<file path="src/rtl/rr_arbiter.sv">
// rr_arbiter: N-way round-robin arbiter with registered one-hot grant and hold.
// Define ARB_HOLD_LIMIT_EN to cap each tenure at MAX_HOLD cycles when others wait.
module rr_arbiter #(
  parameter  int N        = 4,
  parameter  int MAX_HOLD = 4,
  localparam int ID_W     = $clog2(N)
) (
  input  logic            clock,
  input  logic            reset,
  input  logic [N-1:0]    req,
  output logic [N-1:0]    gnt,
  output logic [ID_W-1:0] gnt_id,
  output logic            gnt_valid
);

  logic [N-1:0]    r_gnt;
  logic [ID_W-1:0] r_gnt_id;
  logic [ID_W-1:0] r_last;
  logic            r_valid;

  logic            w_expired;
  logic            w_keep;
  logic            w_found;
  logic [ID_W-1:0] w_next;
  logic [ID_W-1:0] w_idx;

`ifdef ARB_HOLD_LIMIT_EN
  localparam int CNT_W = $clog2(MAX_HOLD + 1);
  localparam logic [CNT_W-1:0] HOLD_TOP = CNT_W'(MAX_HOLD - 1);

  logic [CNT_W-1:0] r_hold;

  assign w_expired = (r_hold == HOLD_TOP) &&
                     ((req & ~r_gnt) != '0);

  // Saturates at the limit so a late competitor pre-empts at once.
  always_ff @(posedge clock or posedge reset) begin
    if (reset) begin
      r_hold <= '0;
    end else if (w_keep) begin
      if (r_hold != HOLD_TOP) begin
        r_hold <= r_hold + 1'b1;
      end
    end else begin
      r_hold <= '0;
    end
  end
`else
  logic w_unused_hold;
  assign w_unused_hold = ^MAX_HOLD;
  assign w_expired     = 1'b0;
`endif

  assign w_keep = r_valid & req[r_gnt_id] & ~w_expired;

  // Search starts just past the last owner and wraps around.
  always_comb begin
    w_found = 1'b0;
    w_next  = '0;
    w_idx   = '0;
    for (int k = 1; k <= N; k++) begin
      w_idx = ID_W'((int'(r_last) + k) % N);
      if (!w_found && req[w_idx]) begin
        w_found = 1'b1;
        w_next  = w_idx;
      end
    end
  end

  always_ff @(posedge clock or posedge reset) begin
    if (reset) begin
      r_gnt    <= '0;
      r_gnt_id <= '0;
      r_last   <= ID_W'(N - 1);
      r_valid  <= 1'b0;
    end else if (w_keep) begin
      r_gnt    <= r_gnt;
      r_gnt_id <= r_gnt_id;
      r_valid  <= 1'b1;
    end else if (w_found) begin
      r_gnt    <= N'(1) << w_next;
      r_gnt_id <= w_next;
      r_last   <= w_next;
      r_valid  <= 1'b1;
    end else begin
      r_gnt    <= '0;
      r_valid  <= 1'b0;
    end
  end

  assign gnt       = r_gnt;
  assign gnt_id    = r_gnt_id;
  assign gnt_valid = r_valid;

endmodule

</file>
<file path="config.mk">
export PLATFORM = sky130hd
export DESIGN_NAME = rr_arbiter
export DESIGN_NICKNAME = d
export VERILOG_FILES = /design/src/rtl/rr_arbiter.sv
export SDC_FILE = /design/constraint.sdc
export NUM_CORES = 1
export LEC_CHECK = 0
export BUFFER_PORTS_ARGS = -buffer_cell sky130_fd_sc_hd__buf_2
export CAP_MARGIN = 20
export CORE_AREA = 2 2 39 41
export CTS_CLUSTER_SIZE = 16
export DETAILED_ROUTE_END_ITERATION = 12
export DIE_AREA = 0 0 41 43
export GPL_ROUTABILITY_DRIVEN = 1
export GPL_TIMING_DRIVEN = 0
export RECOVER_POWER = 50
export SYNTH_ARGS = -nofsm -noshare
export SYNTH_HDL_FRONTEND = slang
export SYNTH_SLANG_ARGS = --single-unit
</file>
<file path="constraint.sdc">
create_clock -name clock -period 2 [get_ports clock]
set_input_delay 0.1 -clock clock [delete_from_list [all_inputs] [get_ports clock]]
set_output_delay 0.1 -clock clock [all_outputs]
set_load 0.005 [all_outputs]
</file>
==> out/qor.txt <==
Status = completed
EDFF count, synth = 0
GRT Resource Usage Total = 0.1384
Initial Utilization = 0.3481
Main synth FF type = dfrtp_1
Area of the multi-input gates = 229.0 µm²
Worst stage delay on the critical path = 0.51 ns
Vias per cell = 5.104
Largest buffer count on any clock path = 2
Final RePlAce weighted congestion = 0.7154
Capture point of the worst reg-to-reg path = gnt_id[0]$_DFFE_PP0P_
CP endpoint kind = register
Syn Area/Cell = 10.95 µm²
Post-route cell area = 591.8 µm²
Post-DP HPWL = 726.2 µm
Core Area = 1384 µm²
Hold Path Sink = gnt_valid$_DFF_PP0_
GRT met3 Usage = 0.03141
Ys async rst share = 1.000
Power Density = 1409 nW/µm²
Max-cap violation count = 0
Switching Share = 0.3427
Worst-path clk slew = 0.05 ns
R2R depth = 4
GR peak layer = met2
Drt initial violations = 2
Yosys top cell by area = dfrtp_1
Synth top area cells = dfrtp_1, dfstp_2, o31ai_1
Rel. slew slack = 0.4488
Comb pwr share = 0.454
Detailed-route via count = 393
Site Rows = 14
CTS tree = done
Fin crit period = 1.674 ns
Drt drc = 0
Post-Syn Area = 481.7 µm²
Crit path kind = reg2reg
Area growth from synthesis to layout = 22.86%
R2r setup slk = 0.33 ns
Worst skew pair latency = 0.26 ns
Synth cell types = 23
Met1 Usage GRT = 0.1611
First-pass DRT Iterations = 2
DIE AREA = 1763 µm²
Max IR drop VDD = 0.4618 mV
Sequential power share = 0.383
Period utilization = 0.8370
Root buf cell = clkbuf_4
CP Max Fanout = 4
Seq/Total Area, Yosys = 0.4727
Number of global-route vias before repair = 392
Switch Pwr = 0.0002858 W
Critical path startpoint category = register
Worst-path cell chain = mux4_2, and2_4, nor2_2, mux2_2
Final net count = 68
CTS Buf Count = 3
Syn_nets = 50
Gr ovfl total = 0
Sequential cell area = 227.7 µm²
Worst r2r src = gnt_id[0]$_DFFE_PP0P_
Number of filler cells placed in the layout = 148
Leak = 0.2596 nW
RSZ-0062 raised after global routing = no
Hold Vio Cnt, Final = 0
Hold path startpoint = req[2]
Critical path's slowest cell = mux4_2
Diode count = 0
Yosys reg bits = 9
Post-synth top area share = 0.3636
FMAX = 0.5974 GHz
Pin count of the biggest net entering global routing = 11
IO Port Bufs = 12
IO Pins = 13
Share of post-route cells with drive strength above 1 = 0.4262
Final Setup Violations = 0
Internal power = 0.0005483 W
Post-CTS Setup Repair Bufs = 0
Mapped Cells = 44
Total Neg Setup Slack = 0 ns
Final Max Slew Viols = 0
Setup clock skew after layout = 0.001190 ns
Clock power share = 0.163
Slew @ Worst Pin = 0.8193 ns
Chip width = 41 µm
Synth Warn # = 0
Die height = 43 µm
Clock Sinks = 9
Critical path arrival = 1.82 ns
Min-Delay Path Depth = 3
Wirelength per Cell = 11.96 µm
First-pass GRT wire length = 1566 µm
Initial antenna violation count = 0
WL final = 921 µm
H-tree depth = 1
Met2 Track Usage GR = 0.2000
HP Class = in2reg
Req. time, crit path = 2.14 ns
Detail Route Antenna Nets = 0
Post-DP Area = 561.8 µm²
==> Yosys cell counts (2+ instances only) <==
library cell and n:
dfrtp_1 7, dfstp_2 2, inv_1 2, mux2_2 2
nand2_1 5, nor2b_1 2, nor3_1 2, o21ai_0 3
o31ai_1 5
==> logic make-up (layout without fill, tap and decap cells) <==
kind of cell	after synthesis	after routing	synth area share
and+or+nand+nor	17	17	0.2156
muxes	3	3	0.09350
AOI/OAI and AO/OA	12	12	0.1792
buffers and inverters	3	20	0.03897
DFF	9	9	0.4727
==> worst max-delay path by stage <==
stage | from | to | slack [ns] | cells past startpoint
floorplan | gnt_id[0]$_DFFE_PP0P_ | gnt_id[0]$_DFFE_PP0P_ | 0.38 | 4
global placement | gnt_id[0]$_DFFE_PP0P_ | gnt_id[0]$_DFFE_PP0P_ | 0.33 | 4
detailed placement | gnt_id[0]$_DFFE_PP0P_ | gnt_id[0]$_DFFE_PP0P_ | 0.33 | 4
CTS | gnt_id[0]$_DFFE_PP0P_ | gnt_id[0]$_DFFE_PP0P_ | 0.31 | 4
global route | r_last[1]$_DFFE_PP1P_ | gnt[1]$_DFFE_PP0N_ | 0.21 | 4
finish | gnt_id[0]$_DFFE_PP0P_ | gnt_id[0]$_DFFE_PP0P_ | 0.33 | 4
==> what timing repair did <==
item                                   CTS  global route
hold buffers                             1             0
resized for setup                        0             0
endpoints found under the hold margin    7             0
==> flip-flops by register name (all words and copies together), names as in the netlist <==
name       count
gnt            4
gnt_id         2
r_last         2
gnt_valid      1
==> per-layer routing <==
layer / up-vias / routed length [µm]
li1: 194 / -
met1: 185 / 409
met2: 9 / 445
met3: 5 / 28
met4: 0 / 36
met5: - / 0
==> worst max-delay path: cells and delay by family, from the launching register on <==
kind             cells  cell delay [ns]
AND/OR/NAND/NOR      2             0.32
multiplexers         2             0.85
flip-flops           1             0.38
==> power groups by stage <==
stage	combinational, W	clock (W)	sequential (W)
after floorplan	0.000272	0	0.000322
after global placement	0.000377	0	0.000324
after detailed placement	0.000379	0	0.000325
after CTS	0.000383	0.000142	0.000322
after global routing	0.000421	0.000155	0.000332
final	0.000379	0.000136	0.000319
==> cell usage in the layout, fill, tap and decap left out, types with 2 or more instances in the layout <==
cell type	count
o21ai_0	3
nand2_1	5
nor2b_1	2
nor3_1	2
o31ai_1	5
inv_1	2
clkbuf_4	3
buf_2	12
dfstp_2	2
mux2_2	2
dfrtp_1	7
==> area by class of cell <==
cell class | instances | area share
clock buffers | 4 | 0.04440
inverters | 2 | 0.01268
plain buffers | 1 | 0.01903
well taps | 16 | 0.03383
repair buffers | 13 | 0.1184
flip-flops and latches | 9 | 0.3848
multi-input cells | 32 | 0.3869
==> stage by stage <==
stage | setup WS, ns | std cells | total power [W] | utilization | hold slack [ns]
after floorplan | 0.3831 | 44 | 0.0005946 | - | -0.07351
after global placement | 0.3318 | 72 | 0.0007006 | 0.4060 | 0.07061
after detailed placement | 0.3323 | 72 | 0.0007040 | 0.4060 | 0.07419
after CTS | 0.3111 | 77 | 0.0008475 | 0.4322 | 0.1663
after global routing | 0.2127 | 77 | 0.0009089 | 0.4277 | 0.2330
final | 0.3260 | 77 | 0.0008341 | 0.4277 | 0.2036
Power figures use the tool's default switching activity.
